--- config.mk ---
export PLATFORM = sky130hd
export DESIGN_NAME = rdata_return_mux
export DESIGN_NICKNAME = d
export VERILOG_FILES = /design/src/rtl/rdata_return_mux_pkg.sv /design/src/rtl/rdata_master_port.sv /design/src/rtl/rdata_return_mux.sv
export SDC_FILE = /design/constraint.sdc
export NUM_CORES = 1
export LEC_CHECK = 0
export ABC_CLOCK_PERIOD_IN_PS = 2350
export BUFFER_PORTS_ARGS = -buffer_cell sky130_fd_sc_hd__buf_2
export CAP_MARGIN = 0
export CORE_ASPECT_RATIO = 0.75
export CORE_MARGIN = 3
export CORE_UTILIZATION = 35
export DETAILED_ROUTE_END_ITERATION = 7
export PLACE_DENSITY = 0.78
export SYNTH_ARGS = -nofsm -noshare
export SYNTH_HDL_FRONTEND = slang
export SYNTH_SLANG_ARGS = --single-unit
--- constraint.sdc ---
create_clock -name clk -period 2.35 [get_ports clk]
set_input_delay 0.235 -clock clk [delete_from_list [all_inputs] [get_ports clk]]
set_output_delay 0.235 -clock clk [all_outputs]
set_load 0.05 [all_outputs]
--- src/rtl/rdata_return_mux_pkg.sv ---
// ============================================================================
// Module   : rdata_return_mux_pkg
// Brief    : Shared types and constants for the AXI R-channel return crossbar.
// Revision : 1.0 - initial release
// ============================================================================
`default_nettype none

package rdata_return_mux_pkg;

  localparam int R_NUM_SLAVES    = 3;
  localparam int AXI_MASTER_0_ID = 0;
  localparam int AXI_MASTER_1_ID = 1;

  typedef enum logic [1:0] {
    R_IDLE    = 2'd0,
    R_LOCK_S0 = 2'd1,
    R_LOCK_S1 = 2'd2,
    R_LOCK_S2 = 2'd3
  } rdata_lock_t;

  function automatic rdata_lock_t lock_of(input logic [1:0] idx);
    case (idx)
      2'd0:    return R_LOCK_S0;
      2'd1:    return R_LOCK_S1;
      default: return R_LOCK_S2;
    endcase
  endfunction

endpackage

`default_nettype wire

--- src/rtl/rdata_master_port.sv ---
// ============================================================================
// Module   : rdata_master_port
// Brief    : Per-master burst lock FSM, slave arbiter and R-channel output mux.
//            Optional round-robin arbitration under macro RDATA_RR_ARB_EN.
// Revision : 1.0 - initial release
// ============================================================================
`default_nettype none

module rdata_master_port
  import rdata_return_mux_pkg::*;
#(
  parameter int DATA_W    = 32,
  parameter int ID_W      = 4,
  parameter int IDS_W     = 8,
  parameter int MASTER_ID = 0
) (
  input  logic                                    clk,
  input  logic                                    rst,
  input  logic [R_NUM_SLAVES-1:0][IDS_W-1:0]      rid_s_i,
  input  logic [R_NUM_SLAVES-1:0][DATA_W-1:0]     rdata_s_i,
  input  logic [R_NUM_SLAVES-1:0][1:0]            rresp_s_i,
  input  logic [R_NUM_SLAVES-1:0]                 rlast_s_i,
  input  logic [R_NUM_SLAVES-1:0]                 rvalid_s_i,
  output logic [R_NUM_SLAVES-1:0]                 rready_s_o,
  output logic [R_NUM_SLAVES-1:0]                 lock_o,
  output logic [ID_W-1:0]                         rid_m_o,
  output logic [DATA_W-1:0]                       rdata_m_o,
  output logic [1:0]                              rresp_m_o,
  output logic                                    rlast_m_o,
  output logic                                    rvalid_m_o,
  input  logic                                    rready_m_i
);

  localparam int MID_W = IDS_W - ID_W;

  rdata_lock_t               state_q;
  logic [R_NUM_SLAVES-1:0]   w_target;
  logic [1:0]                w_sel;
  logic                      w_gnt;
  logic                      w_hs;
  logic                      w_last;

  for (genvar x = 0; x < R_NUM_SLAVES; x++) begin : g_target
    assign w_target[x] = rvalid_s_i[x] &&
                         (rid_s_i[x][IDS_W-1:ID_W] == MID_W'(MASTER_ID));
  end

  assign lock_o = {state_q == R_LOCK_S2, state_q == R_LOCK_S1, state_q == R_LOCK_S0};
  assign w_hs   = w_gnt & rready_m_i;
  assign w_last = rlast_s_i[w_sel];

`ifdef RDATA_RR_ARB_EN
  logic [1:0] ptr_q;
  logic [1:0] ptr_d;

  // Pointer advances only when a burst completes, so a lock is never cut short.
  assign ptr_d = (w_sel == 2'd2) ? 2'd0 : w_sel + 2'd1;

  always_ff @(posedge clk) begin
    if (rst)                 ptr_q <= 2'd0;
    else if (w_hs && w_last) ptr_q <= ptr_d;
  end
`endif

  always_comb begin
    w_sel = 2'd0;
    w_gnt = 1'b0;
    case (state_q)
      R_IDLE: begin
        // Descending scan: the last hit is the highest-priority slave.
        for (int k = R_NUM_SLAVES - 1; k >= 0; k--) begin
`ifdef RDATA_RR_ARB_EN
          if (w_target[(int'(ptr_q) + k) % R_NUM_SLAVES]) begin
            w_sel = 2'((int'(ptr_q) + k) % R_NUM_SLAVES);
            w_gnt = 1'b1;
          end
`else
          if (w_target[k]) begin
            w_sel = 2'(k);
            w_gnt = 1'b1;
          end
`endif
        end
      end
      R_LOCK_S0: begin w_sel = 2'd0; w_gnt = w_target[0]; end
      R_LOCK_S1: begin w_sel = 2'd1; w_gnt = w_target[1]; end
      default:   begin w_sel = 2'd2; w_gnt = w_target[2]; end
    endcase
    if (rst) w_gnt = 1'b0;
  end

  always_comb begin
    rid_m_o    = '0;
    rdata_m_o  = '0;
    rresp_m_o  = '0;
    rlast_m_o  = 1'b0;
    rvalid_m_o = 1'b0;
    rready_s_o = '0;
    if (w_gnt) begin
      rid_m_o           = rid_s_i[w_sel][ID_W-1:0];
      rdata_m_o         = rdata_s_i[w_sel];
      rresp_m_o         = rresp_s_i[w_sel];
      rlast_m_o         = w_last;
      rvalid_m_o        = 1'b1;
      rready_s_o[w_sel] = rready_m_i;
    end
  end

  always_ff @(posedge clk) begin
    if (rst) begin
      state_q <= R_IDLE;
    end else if (w_hs) begin
      if (w_last) state_q <= R_IDLE;
      else        state_q <= lock_of(w_sel);
    end
  end

endmodule

`default_nettype wire

--- src/rtl/rdata_return_mux.sv ---
// ============================================================================
// Module   : rdata_return_mux
// Brief    : AXI R-channel return crossbar, slaves S0..S2 to masters M0/M1,
//            with unmapped-ID sink. Macro RDATA_RR_ARB_EN selects round-robin.
// Revision : 1.0 - initial release
// ============================================================================
`default_nettype none

module rdata_return_mux
  import rdata_return_mux_pkg::*;
#(
  parameter int DATA_W = 32,
  parameter int ID_W   = 4,
  parameter int IDS_W  = 8
) (
  input  logic              clk,
  input  logic              rst,
  input  logic [IDS_W-1:0]  RID_S0,
  input  logic [DATA_W-1:0] RDATA_S0,
  input  logic [1:0]        RRESP_S0,
  input  logic              RLAST_S0,
  input  logic              RVALID_S0,
  output logic              RREADY_S0,
  input  logic [IDS_W-1:0]  RID_S1,
  input  logic [DATA_W-1:0] RDATA_S1,
  input  logic [1:0]        RRESP_S1,
  input  logic              RLAST_S1,
  input  logic              RVALID_S1,
  output logic              RREADY_S1,
  input  logic [IDS_W-1:0]  RID_S2,
  input  logic [DATA_W-1:0] RDATA_S2,
  input  logic [1:0]        RRESP_S2,
  input  logic              RLAST_S2,
  input  logic              RVALID_S2,
  output logic              RREADY_S2,
  output logic [ID_W-1:0]   RID_M0,
  output logic [DATA_W-1:0] RDATA_M0,
  output logic [1:0]        RRESP_M0,
  output logic              RLAST_M0,
  output logic              RVALID_M0,
  input  logic              RREADY_M0,
  output logic [ID_W-1:0]   RID_M1,
  output logic [DATA_W-1:0] RDATA_M1,
  output logic [1:0]        RRESP_M1,
  output logic              RLAST_M1,
  output logic              RVALID_M1,
  input  logic              RREADY_M1,
  output logic              unmapped_err
);

  localparam int MID_W = IDS_W - ID_W;

  logic [R_NUM_SLAVES-1:0][IDS_W-1:0]  w_rid;
  logic [R_NUM_SLAVES-1:0][DATA_W-1:0] w_rdata;
  logic [R_NUM_SLAVES-1:0][1:0]        w_rresp;
  logic [R_NUM_SLAVES-1:0]             w_rlast;
  logic [R_NUM_SLAVES-1:0]             w_rvalid;
  logic [R_NUM_SLAVES-1:0]             w_rready_m0;
  logic [R_NUM_SLAVES-1:0]             w_rready_m1;
  logic [R_NUM_SLAVES-1:0]             w_lock_m0;
  logic [R_NUM_SLAVES-1:0]             w_lock_m1;
  logic [R_NUM_SLAVES-1:0]             w_unmapped;
  logic [R_NUM_SLAVES-1:0]             w_sink;
  logic                                w_taken;

  assign w_rid    = {RID_S2,    RID_S1,    RID_S0};
  assign w_rdata  = {RDATA_S2,  RDATA_S1,  RDATA_S0};
  assign w_rresp  = {RRESP_S2,  RRESP_S1,  RRESP_S0};
  assign w_rlast  = {RLAST_S2,  RLAST_S1,  RLAST_S0};
  assign w_rvalid = {RVALID_S2, RVALID_S1, RVALID_S0};

  rdata_master_port #(
    .DATA_W(DATA_W), .ID_W(ID_W), .IDS_W(IDS_W), .MASTER_ID(AXI_MASTER_0_ID)
  ) u_port_m0 (
    .clk(clk), .rst(rst),
    .rid_s_i(w_rid), .rdata_s_i(w_rdata), .rresp_s_i(w_rresp),
    .rlast_s_i(w_rlast), .rvalid_s_i(w_rvalid),
    .rready_s_o(w_rready_m0), .lock_o(w_lock_m0),
    .rid_m_o(RID_M0), .rdata_m_o(RDATA_M0), .rresp_m_o(RRESP_M0),
    .rlast_m_o(RLAST_M0), .rvalid_m_o(RVALID_M0), .rready_m_i(RREADY_M0)
  );

  rdata_master_port #(
    .DATA_W(DATA_W), .ID_W(ID_W), .IDS_W(IDS_W), .MASTER_ID(AXI_MASTER_1_ID)
  ) u_port_m1 (
    .clk(clk), .rst(rst),
    .rid_s_i(w_rid), .rdata_s_i(w_rdata), .rresp_s_i(w_rresp),
    .rlast_s_i(w_rlast), .rvalid_s_i(w_rvalid),
    .rready_s_o(w_rready_m1), .lock_o(w_lock_m1),
    .rid_m_o(RID_M1), .rdata_m_o(RDATA_M1), .rresp_m_o(RRESP_M1),
    .rlast_m_o(RLAST_M1), .rvalid_m_o(RVALID_M1), .rready_m_i(RREADY_M1)
  );

  for (genvar x = 0; x < R_NUM_SLAVES; x++) begin : g_unmapped
    assign w_unmapped[x] = !rst && w_rvalid[x] && !w_lock_m0[x] && !w_lock_m1[x] &&
                           (w_rid[x][IDS_W-1:ID_W] != MID_W'(AXI_MASTER_0_ID)) &&
                           (w_rid[x][IDS_W-1:ID_W] != MID_W'(AXI_MASTER_1_ID));
  end

  // At most one beat is discarded per cycle, lowest slave index first.
  always_comb begin
    w_sink  = '0;
    w_taken = 1'b0;
    for (int k = 0; k < R_NUM_SLAVES; k++) begin
      if (w_unmapped[k] && !w_taken) begin
        w_sink[k] = 1'b1;
        w_taken   = 1'b1;
      end
    end
  end

  assign RREADY_S0    = w_rready_m0[0] | w_rready_m1[0] | w_sink[0];
  assign RREADY_S1    = w_rready_m0[1] | w_rready_m1[1] | w_sink[1];
  assign RREADY_S2    = w_rready_m0[2] | w_rready_m1[2] | w_sink[2];
  assign unmapped_err = |w_sink;

endmodule

`default_nettype wire

==> out/qor.yml <==
grt:
  grt_start_max_net_pins: 27
  overflow: 0
  antenna_found_initial: 0
  grt_pass1_wl_um: 19600
  grt_usage: 0.310
  grt_pass1_vias: 4038
critical_path:
  reg2reg_to: "u_port_m0.state_q[1]"
  worstPathMaxFanout: 26
  regToRegSetupSlack_ns: 0.45
  ff2ff_path_depth: 7
  crit_path_start: "RID_S1[6]"
  crit_path_end: "RDATA_M1[15]"
  cp-start-kind: "input port"
  r2r-start: "u_port_m0.state_q[1]"
  critPathRequiredTime_ns: 2.12
  worst_setup_path_end_kind: "output pin"
  path_class: "in2out"
  worstPathArrival_ns: 2.09
die:
  rows: 24
  start_util: 0.376
  dieArea_um2: 7540
  die_y_um: 76.0
  die_w_um: 99.3
  ios: 220
  core_um2: 6070
logic_synthesis:
  syn_avg_cell_area_um2: 6.52
  yosysUniqueCellTypes: 46
  synth_seq_cells: 4
  syn_area_um2: 2280
  synth_top_area_share: 0.142
  synth_ff_type: "dfxtp_1"
  yosys-top-cells-count: "nor2_1 (57), nor3_1 (52), o22ai_1 (52)"
  synth_edf_count: 0
  synth_async_sr_flop_share: 0
  synth_area_leaders: "o22ai_1 (14%), nor3_1 (11%), mux2i_1 (9.6%)"
  synth_fp_nets: 486
  syn_inst: 350
  synthesis.yosys.warnings: 0
  synth_top_cell_by_area: "o22ai_1"
  synth.most_common_cell: "nor2_1"
  synth-seq-area-share: 0.0351
cells_and_area:
  fin_area_um2: 4470
  nets: 715
  post_route_cells_drive_above_1_share: 0.638
  n_fill_cell: 470
  syn_to_final_growth_pct: 95.7
  antennaDiodeCount: 0
route:
  drc: 0
  wirelength_um: 13000
  drtIter0Drc: 284
  drt_first_pass_iters: 5
  ant_nets: 0
  num_vias: 4094
  routed_via_density: 6.25
  wl_per_cell_um: 19.9
clock_tree:
  cts_num_sinks: 4
  clk_latency_ns: 0.22
  cts_buffers: 3
  clk_pin_slew_ns: 0.03
  holdBufCountCts: 0
  cts_root_buffer: "clkbuf_8"
  clockBufferDepth: 2
  cts_tree: "yes"
  ctsHtreeMaxLevel: 1
flow_run:
  cap_violations: 0
sta:
  rsz0062_at_grt: "yes"
  whs_ns: 0.325
  finalHoldViolations: 0
  post-route-min-period_ns: 2.32
  post-route-period-util: 0.988
  fmax_mhz: 431
  maxSlewViolCount: 0
  worstMarginPinSlew_ns: 0.544
  fin_skew_ns: 0.0000226
  maxSlewHeadroom: 0.634
  finalSetupViolCount: 0
power_and_ir_drop:
  power-per-cell-area_nw_per_um2: 184
  p_leak_nw: 2.14
  peakVddDrop_mv: 0.171
place:
  dp_hpwl_um: 10100
  gp_congestion: 0.988
  dpl-instance-area_um2: 4120
  io_buffers: 219
hold_path:
  hp-class: "in2reg"
  hp-start: "RREADY_M0"
run_status:
  status: "completed"
[per-stage QoR]
step	utilization	std cells	setup TNS, ns	power [mW]	worst slack (ns)
floorplan	-	350	-1.63	0.378	-0.479
global placement	0.680	649	-0.505	0.619	-0.0668
CTS	0.698	652	0	0.790	0.000326
global route	0.737	655	-0.234	0.860	-0.0383
finish	0.737	655	0	0.820	0.0279
detailed placement	0.680	649	-0.495	0.634	-0.0612
[final cells by class]
class / count / area, um2 / area share
multi-input combinational: 296 / 2460 / 0.551
timing repair buffer: 258 / 1720 / 0.385
tap: 78 / 97.6 / 0.0218
sequential: 4 / 83.8 / 0.0188
inverter: 16 / 60.1 / 0.0134
clock buffer: 3 / 41.3 / 0.00924
[worst min-delay path by stage]
stage / to / slack [ns] / cells after the start
2_1_floorplan: u_port_m1.state_q[0] / 0.39 / 1
3_3_place_gp: u_port_m1.state_q[0] / 0.56 / 2
3_5_place_dp: u_port_m0.state_q[0] / 0.56 / 3
4_1_cts: u_port_m0.state_q[0] / 0.33 / 3
5_1_grt: u_port_m0.state_q[0] / 0.35 / 3
6_report: u_port_m0.state_q[0] / 0.33 / 3
[registers in the layout (all words and copies together) (netlist names)]
signal and flops:
u_port_m0.state_q 2, u_port_m1.state_q 2
[logic make-up (layout without fill, tap and decap cells)]
group,count (synthesis),count (layout),synth area share
simple gates,157,157,0.372
compound gates,115,116,0.382
buf+inv,51,277,0.110
mux,23,23,0.101
flops,4,4,0.0351
[critical path, stage by stage]
cell and delay, ns:
buf_2 0.13, or4b_4 0.56, a211oi_2 0.21, buf_4 0.14
o21ai_4 0.07, buf_12 0.18, mux2i_1 0.15, o2bb2ai_2 0.12
buf_2 0.27
[report_power, final]
group	switching [mW]	internal, mW
Combinational	0.363	0.236
Sequential	0.00292	0.0694
Clock	0.0394	0.110
Total	0.406	0.415
[repair_timing]
action                                  in CTS  in global routing
endpoints found under the setup margin      37                 76
resized for setup                           26                 82
endpoints found under the hold margin        0                  0
buffers inserted                             0                  1
cloned                                       0                  2
pin swaps                                    0                  6
[routing by layer]
layer / wire length (um) / GRT usage / vias to the layer above / share of wire
met4: 306 / 0.0900 / 0 / 0.023
met3: 1270 / 0.0330 / 41 / 0.098
li1: - / - / 1831 / -
met2: 6730 / 0.588 / 282 / 0.52
met1: 4730 / 0.361 / 1940 / 0.36
met5: 0 / 0 / - / 0
[placed cells by master, fill, tap and decap left out, drive strengths merged, types with 6 or more instances in the layout]
| cell | Yosys | routed |
|---|---|---|
| nand3 | 8 | 8 |
| a211oi | 6 | 6 |
| mux2i | 22 | 22 |
| nor3 | 57 | 57 |
| o22ai | 53 | 53 |
| buf | 20 | 242 |
| nor2b | 6 | 6 |
| inv | 16 | 16 |
| clkbuf | 15 | 19 |
| o2bb2ai | 22 | 22 |
| nor2 | 57 | 57 |
| nand2 | 9 | 9 |
(Power assumes the default switching activity.)
